--- src/rtl/calc_abs_rtan_seq_pkg.sv ---
// calc_abs_rtan_seq_pkg: shared types and constants for the |r*tan(theta)| engine.
// Holds the FSM encoding, the 15-degree tangent ROM (Q.8) and the legal angle steps.
package calc_abs_rtan_seq_pkg;

    typedef enum logic [1:0] {
        ST_IDLE = 2'd0,
        ST_CALC = 2'd1,
        ST_OUT  = 2'd2
    } state_t;

    localparam int ROM_FRAC = 8;
    localparam int ROM_STEP = 15;
    localparam int ROM_90   = 6;

    function automatic bit step_legal(input int s);
        return (s == 15) || (s == 30) || (s == 45);
    endfunction

    function automatic logic [31:0] tan_q8(input int i);
        logic [31:0] v;
        case (i)
            0:       v = 32'd0;
            1:       v = 32'd69;
            2:       v = 32'd148;
            3:       v = 32'd256;
            4:       v = 32'd443;
            5:       v = 32'd955;
            default: v = '1;
        endcase
        return v;
    endfunction

    // Entry i covers 15*i degrees, rescaled to frac fractional bits.
    // The 90-degree slot returns all ones so |r|*tan is nonzero for any
    // r != 0; the magnitude itself is forced saturated downstream.
    function automatic logic [31:0] tan_rom(input int i, input int frac);
        logic [31:0] v;
        v = tan_q8(i);
        if (i >= ROM_90) begin
            v = '1;
        end else if (frac >= ROM_FRAC) begin
            v = v << (frac - ROM_FRAC);
        end else begin
            v = v >> (ROM_FRAC - frac);
        end
        return v;
    endfunction

endpackage

--- src/rtl/calc_abs_rtan_seq_abs_round_sat.sv ---
// calc_abs_rtan_seq_abs_round_sat: round-half-up, clamp and sign flag for a
// fixed-point magnitude. Ports: mag_in/neg_in/force_sat in; mag/neg/sat out.
module calc_abs_rtan_seq_abs_round_sat #(
    parameter int IN_W  = 21,
    parameter int FRAC  = 8,
    parameter int OUT_W = 8
) (
    input  logic [IN_W-1:0]  mag_in,
    input  logic             neg_in,
    input  logic             force_sat,
    output logic [OUT_W-1:0] mag,
    output logic             neg,
    output logic             sat
);

    localparam int RES_W = IN_W - FRAC + 1;
    localparam logic [IN_W:0] HALF = (IN_W + 1)'(1) << (FRAC - 1);

    logic [RES_W-1:0] res;
    logic             over;

    assign res  = RES_W'(({1'b0, mag_in} + HALF) >> FRAC);
    assign over = |res[RES_W-1:OUT_W];
    assign sat  = over || force_sat;
    assign mag  = sat ? '1 : res[OUT_W-1:0];
    // Sign only reported when the unsaturated magnitude is nonzero.
    assign neg  = neg_in && (res != '0);

endmodule

--- src/rtl/calc_abs_rtan_seq.sv ---
// calc_abs_rtan_seq: sequential |r*tan(k*STEP_DEG)| sweep, one shared multiplier.
// In: clock, reset_n, start, r, out_ready. Out: busy, out_valid, out_idx,
// out_mag, out_neg, out_sat, done (pulse on acceptance of the last angle).
module calc_abs_rtan_seq
    import calc_abs_rtan_seq_pkg::*;
#(
    parameter int R_WIDTH    = 9,
    parameter int OUT_WIDTH  = 8,
    parameter int TAN_FRAC   = 8,
    parameter int STEP_DEG   = 15,
    parameter int NUM_ANGLES = 6,
    parameter int IDX_WIDTH  = 3
) (
    input  logic                      clock,
    input  logic                      reset_n,
    input  logic                      start,
    input  logic signed [R_WIDTH-1:0] r,
    output logic                      busy,
    output logic                      out_valid,
    input  logic                      out_ready,
    output logic [IDX_WIDTH-1:0]      out_idx,
    output logic [OUT_WIDTH-1:0]      out_mag,
    output logic                      out_neg,
    output logic                      out_sat,
    output logic                      done
);

    localparam int TAN_W  = TAN_FRAC + 4;
    localparam int PROD_W = R_WIDTH + TAN_W;
    localparam int LAST   = NUM_ANGLES - 1;

    if (!step_legal(STEP_DEG)) begin : g_bad_step
        $error("STEP_DEG must be 15, 30 or 45");
    end

    state_t state_q;
    state_t state_d;

    logic [R_WIDTH-1:0]   absr_q;
    logic                 rneg_q;
    logic [IDX_WIDTH-1:0] k_q;

    logic [TAN_W-1:0]     tan_k;
    logic [PROD_W-1:0]    prod;
    logic                 is90;
    logic [OUT_WIDTH-1:0] mag_c;
    logic                 neg_c;
    logic                 sat_c;

    logic take;
    logic accept;
    logic last;

    assign take   = (state_q == ST_IDLE) && start;
    assign accept = out_valid && out_ready;
    assign last   = (k_q == IDX_WIDTH'(LAST));
    assign done   = accept && last;
    assign busy   = (state_q != ST_IDLE);

    // Shared multiplier: operands come straight from registers so the
    // product is formed during CALC and captured into out_* on entry to OUT.
    assign tan_k = TAN_W'(tan_rom(int'(k_q) * (STEP_DEG / ROM_STEP), TAN_FRAC));
    assign is90  = (int'(k_q) * STEP_DEG) == 90;
    assign prod  = PROD_W'(absr_q) * PROD_W'(tan_k);

    calc_abs_rtan_seq_abs_round_sat #(
        .IN_W  (PROD_W),
        .FRAC  (TAN_FRAC),
        .OUT_W (OUT_WIDTH)
    ) u_ars (
        .mag_in    (prod),
        .neg_in    (rneg_q),
        .force_sat (is90),
        .mag       (mag_c),
        .neg       (neg_c),
        .sat       (sat_c)
    );

    always_ff @(posedge clock or negedge reset_n) begin
        if (!reset_n) begin
            state_q <= ST_IDLE;
        end else begin
            state_q <= state_d;
        end
    end

    always_comb begin
        state_d = state_q;
        unique case (state_q)
            ST_IDLE: if (start) state_d = ST_CALC;
            ST_CALC: state_d = ST_OUT;
            ST_OUT:  if (accept) state_d = last ? ST_IDLE : ST_CALC;
            default: state_d = ST_IDLE;
        endcase
    end

    always_ff @(posedge clock or negedge reset_n) begin
        if (!reset_n) begin
            absr_q    <= '0;
            rneg_q    <= 1'b0;
            k_q       <= '0;
            out_valid <= 1'b0;
            out_idx   <= '0;
            out_mag   <= '0;
            out_neg   <= 1'b0;
            out_sat   <= 1'b0;
        end else begin
            if (take) begin
                // -r wraps into the unsigned width, so the most
                // negative r yields 2^(R_WIDTH-1) as required.
                absr_q <= r[R_WIDTH-1] ? -r : r;
                rneg_q <= r[R_WIDTH-1];
                k_q    <= '0;
            end
            if (state_q == ST_CALC) begin
                out_valid <= 1'b1;
                out_idx   <= k_q;
                out_mag   <= mag_c;
                out_neg   <= neg_c;
                out_sat   <= sat_c;
            end
            if (accept) begin
                out_valid <= 1'b0;
                if (!last) begin
                    k_q <= k_q + IDX_WIDTH'(1);
                end
            end
        end
    end

endmodule

--- config.mk ---
export PLATFORM = sky130hd
export DESIGN_NAME = calc_abs_rtan_seq
export DESIGN_NICKNAME = d
export VERILOG_FILES = /design/src/rtl/calc_abs_rtan_seq_pkg.sv /design/src/rtl/calc_abs_rtan_seq_abs_round_sat.sv /design/src/rtl/calc_abs_rtan_seq.sv
export SDC_FILE = /design/constraint.sdc
export NUM_CORES = 1
export LEC_CHECK = 0
export ABC_AREA = 1
export BUFFER_PORTS_ARGS = -buffer_cell sky130_fd_sc_hd__buf_2
export CORE_UTILIZATION = 40
export DETAILED_ROUTE_END_ITERATION = 7
export PLACE_DENSITY = 0.57
export SYNTH_ARGS = -nofsm -noshare
export SYNTH_HDL_FRONTEND = slang
export SYNTH_SLANG_ARGS = --single-unit
export TNS_END_PERCENT = 1
--- constraint.sdc ---
create_clock -name clock -period 12.12 [get_ports clock]
set_clock_uncertainty 0.1 [all_clocks]
set_input_delay 1.212 -clock clock [delete_from_list [all_inputs] [get_ports clock]]
set_output_delay 1.212 -clock clock [all_outputs]
set_load 0.05 [all_outputs]
==> reports/qor.yml, run 1 <==
yosysTopAreaCellShare_pct: 28.7
critPathLaunchType: "flip-flop"
period_needed_ps: 6480
worst_slew_pin_slew_ps: 658
drive_gt1_share_pct: 10.5
regArea_um2: 726
setup_violations: 0
cts_root_buffer: "clkbuf_16"
vias: 4108
critPathCaptureType: "flip-flop"
synthArstFlopShare_pct: 100
drv_slew: 0
syn-num-nets: 792
antenna_cells: 0
max_cap_violations: 0
synthToLayoutAreaGrowth_pct: 8.93
cp.arrival_ps: 6550
tns_ps: 0
worst_path_max_delay_cell: "fa_1"
fin_crit_sh_pct: 53.5
synth.avg_cell_area_um2: 8.06
post-cts-setup-buffers: 0
drt_iter0_drc: 195
finalNetCount: 818
synth.largest_area_cell: "fa_1"
n_fill_cell: 1281
grt_pass1_vias: 4075
grt_max_degree: 30
multi_input_area_mm2: 0.00387
path_clk_slew_ps: 50
routedWlPerCell_um: 14.0
ys_seq_elements: 29
grt_pass1_wl_mm: 19.7
worst_path_most_repeated_cell: "nand2_1"
synthTopCellsByArea: "fa_1 29%, ha_1 16%, dfrtp_1 14%"
status: "finished, final reports clean"
netlist_instances: 640
yosys_warnings: 0
relSlewSlack_pct: 56.0
use_met3_pct: 2.67
die_y_um: 116
coreArea_mm2: 0.0126
critPathKind: "flip-flop to flip-flop"
cts_buffers: 5
grt_usage_pct: 19.3
hpwl_mm: 10.3
tritoncts: "done"
path_max_fanout: 12
yosysMostFrequentCell: "nand2_1"
cts-resized-gates: 0
globalplace.congestion: 0.880
cts_buffer_depth: 2
rows: 41
grt_use_met2_pct: 31.5
drc: 0
hold-worst-slack_ps: 389
grt_overflow_total: 0
ys_seq_area_share_pct: 14.1
min_path_type: "flip-flop to flip-flop"
htreeDepth: 2
ys_types: 32
crit_required_ps: 12190
netlist_area_mm2: 0.00516
rrSetupSlack_ps: 5640
synth-edff-count: 0
wl_mm: 11.7
viasPerCell: 4.90
die_x_um: 116
grt_antenna_before_repair: 0
synthFlopType: "dfrtp_1"
hold_violations: 0
clock_sinks: 29
clock.fmax_mhz: 154
clk_latency_ps: 280
io_pins: 29
die-area_mm2: 0.0133
grt_use_met1_pct: 26.1
initial_core_util_pct: 41.0
final_antenna_net_count: 0
rsz0062_at_grt: "no"
grt.busiest_layer: "met2"
holdBufCountCts: 0
yosys-top-cells-count: "139 x nand2_1, 136 x inv_1, 74 x fa_1, 65 x ha_1, 48 x nor2_1"
slowest_delay_ps: 540
numPortBuffers: 28
dr.pass1.iters: 4
area by class of cell:
class,instances,area share (%)
multi-input cells,464,69.0
well taps,172,3.83
clock inverters,3,0.312
clock buffers,5,2.23
flip-flops and latches,29,12.9
repair buffers,28,2.49
inverters,138,9.22
metrics by stage:
stage / instances / setup slack (ps) / area, µm² / util [%]
after floorplan: 640 / 6420 / 5160 / -
after global placement: 831 / 5850 / 5470 / 43.6
after detailed placement: 831 / 5640 / 5470 / 43.6
after CTS: 839 / 5620 / 5620 / 44.7
after global routing: 839 / 5190 / 5620 / 44.7
final: 839 / 5640 / 5620 / 44.7
metal layers:
metal | routed length, µm | part of all wire, %
met5 | 0 | 0
met1 | 5260 | 45
met2 | 5720 | 49
met4 | 289 | 2.5
met3 | 466 | 4.0
critical path: cells and delay by family (launching register included):
kind,cells,cell delay [ps]
flip-flops,1,490
adder cells (fa/ha/maj),7,3100
AO/OA/AOI/OAI,2,550
AND/OR/NAND/NOR,14,1740
buffers and inverters,5,380
path summary, 6_finish.rpt:
path | start | endpoint | cells after the start
max | k_q[1] | out_mag[0] | 28
min | out_sat | out_sat | 2
min reg2reg | out_sat | out_sat | 2
min in group asynchronous | reset_n | k_q[2] | 1
max reg2reg | k_q[1] | out_mag[0] | 28
max in group asynchronous | reset_n | out_mag[1] | 1
registers in the layout, summed over array words and instances, names as in the netlist:
register   flops
absr_q         9
out_mag        8
k_q            3
out_idx        3
state_q        2
out_neg        1
out_sat        1
out_valid      1
rneg_q         1
cell families after synthesis:
group	Yosys count	synth area share, %
adders and majority gates	139	44.5
and+or+nand+nor	252	22.0
xor gates and xnor gates	12	2.04
buffers and inverters	147	10.8
AOI/OAI and AO/OA	61	6.62
DFF	29	14.1
layout by cell type (no fill, tap or decap), types with 2 or more instances in the layout:
cell type / synthesis / routed
xnor2_1: 2 / 2
dfrtp_1: 29 / 29
clkbuf_16: 0 / 5
clkinv_2: 0 / 2
o21ai_1: 2 / 2
nor4_1: 2 / 2
nand3_2: 7 / 7
o21bai_1: 4 / 4
a21oi_1: 23 / 23
o22ai_1: 3 / 3
fa_1: 74 / 74
nand2_2: 10 / 10
nor3_1: 5 / 5
o21a_1: 2 / 2
nor2_4: 5 / 5
nand3b_1: 3 / 3
nor2_1: 48 / 48
nand3_1: 23 / 23
or2_2: 7 / 7
ha_1: 65 / 65
inv_1: 136 / 136
o31ai_1: 2 / 2
inv_2: 2 / 2
xor2_1: 10 / 10
o21ai_0: 22 / 22
nand2_1: 139 / 139
buf_2: 0 / 28
Power of run 1 is not shown: default switching activity piles up to over one toggle a cycle in this logic, so the estimate is an artifact.
==> inputs of run 2 (changes only) <==
clock period = 6.6 ns   (was 12.12 ns; I/O delays follow)
==> run 2 against run 1 <==
Clock-buffer cell count unchanged. Routed wire length down 0.24%. Utilization up 0.14 points. Flip-flop and latch count unchanged. Cell count up 0.24%. Register-to-register slack worse by 5200 ps. Via count down 1.6%. Non-clock buffer count up 2. Fmax up 6.0%. Critical path depth down 1. Setup slack worse by 5200 ps.
==> reports/qor.yml, run 2 (synthesis gave the netlist of run 1 again) <==
status: "finished, final reports clean"
globalplace.congestion: 0.940  # +6.8%
grt_pass1_wl_mm: 19.4  # -1.3%
worstRegToRegCells: 27  # -3.6%
io_pins: 29  # unchanged
numPortBuffers: 28  # unchanged
cp.arrival_ps: 6170  # -380 ps
worst_slew_pin_slew_ps: 703  # +45.1 ps
routedWlPerCell_um: 13.9  # -0.48%
synthToLayoutAreaGrowth_pct: 9.27
wl_mm: 11.7  # -0.24%
viasPerCell: 4.81  # -1.8%
final_area_mm2: 0.00563  # +0.31%
grt_pass1_vias: 3962  # -2.8%
largest_register_ffs: 9  # unchanged
worst_path_max_delay_cell: "dfrtp_1"
critPathLaunchType: "flip-flop"
fin_crit_sh_pct: 92.6  # +39 points
die_y_um: 116  # unchanged
path_clk_slew_ps: 50  # about the same
clk_latency_ps: 280  # about the same
grt_antenna_before_repair: 0  # unchanged
die_x_um: 116  # unchanged
post-cts-setup-buffers: 0  # unchanged
tns_ps: 0  # unchanged
critPathKind: "flip-flop to flip-flop"
tritoncts: "done"
n_fill_cell: 1283  # +0.16%
post_dp_cell_area_mm2: 0.00549  # +0.27%
cts_buffers: 5  # unchanged
drv_slew: 0  # unchanged
rows: 41  # unchanged
most-common-layout-cells: "138 x nand2_1, 136 x inv_1, 74 x fa_1"
grt.busiest_layer: "met2"
hold_violations: 0  # unchanged
vias: 4044  # -1.6%
grt_max_degree: 30  # unchanged
cts_buffer_depth: 2  # unchanged
min_path_type: "primary input to async pin"
setup_violations: 0  # unchanged
top_register: "absr_q"
grt_use_met2_pct: 32.3  # +0.84 points
dr.pass1.iters: 5  # +1
final_antenna_net_count: 0  # unchanged
critPathCaptureType: "flip-flop"
worst_path_most_repeated_cell: "nand2_1"
drive_gt1_share_pct: 10.9  # +0.42 points
final_util_pct: 44.8  # +0.14 points
hpwl_mm: 10.3  # -0.75%
finalNetCount: 820  # +0.24%
relSlewSlack_pct: 52.9  # -3.0 points
use_met3_pct: 1.78  # -0.89 points
hold-worst-slack_ps: 314  # -75.9 ps
path_max_fanout: 9  # -3
coreArea_mm2: 0.0126  # unchanged
crit_required_ps: 6660  # -5530 ps
cts_root_buffer: "clkbuf_16"
rsz0062_at_grt: "no"
grt_overflow_total: 0  # unchanged
period_needed_ps: 6110  # -370 ps
clock_sinks: 29  # unchanged
die-area_mm2: 0.0133  # unchanged
htreeDepth: 2  # unchanged
max_cap_violations: 0  # unchanged
antenna_cells: 0  # unchanged
clock.fmax_mhz: 164  # +6.0%
drc: 0  # unchanged
slowest_delay_ps: 510  # -30 ps
grt_usage_pct: 19.0  # -0.24 points
layout_commonest_cell: "nand2_1"
grt_use_met1_pct: 26.3  # +0.24 points
initial_core_util_pct: 41.0  # unchanged
top_regs: "absr_q (9), out_mag (8)"
drt_iter0_drc: 189  # -3.1%
run 2: cell types whose count changed in the layout (fill, tap and decap cells not counted), sizes merged:
cell  delta
buf      +2
run 2: layout make-up:
cell class	count	area [µm²]	share of cell area, %
multi-input combinational	464	3880	68.8
inverter	138	518	9.19
tap	172	215	3.82
timing repair buffer	30	155	2.75
sequential	29	726	12.9
clock buffer	5	125	2.22
clock inverter	3	17.5	0.311
run 2: metal layers:
metal / share of wire, % / routed length (µm)
met1: 44 / 5200
met2: 51 / 5920
met3: 4.3 / 505
met4: 0.72 / 84
met5: 0 / 0
run 2: final timing paths:
| path | start | slack [ps] | end |
|---|---|---|---|
| worst max-delay path | k_q[1] | 490 | out_mag[7] |
| worst min-delay path | reset_n | 310 | absr_q[5] |
| worst max register to register | k_q[1] | 490 | out_mag[7] |
| worst min register to register | out_sat | 380 | out_sat |
| max in group asynchronous | reset_n | 5660 | out_mag[3] |
| min in group clock | out_sat | 380 | out_sat |
run 2: through the flow:
| stage | instances | setup slack [ps] |
|---|---|---|
| after detailed placement | 833 | 383 |
| after floorplan | 640 | 900 |
| after global routing | 841 | 51.7 |
| after global placement | 833 | 448 |
| after CTS | 841 | 382 |
| final | 841 | 491 |
run 2: worst max-delay path, delay by kind of cell (launching register included):
| family | cells | cell delay [ps] |
|---|---|---|
| AOI/OAI and AO/OA | 2 | 530 |
| adders and majority gates | 7 | 3040 |
| buffers and inverters | 5 | 470 |
| DFF | 1 | 510 |
| and+or+nand+nor | 13 | 1310 |
run 2: what timing repair did:
action / 4_1_cts / 5_1_grt
hold buffers: 0 / 0
endpoints found under the setup margin: 0 / 10
resized for setup: 0 / 1
Power of run 2 is left out for the same reason.
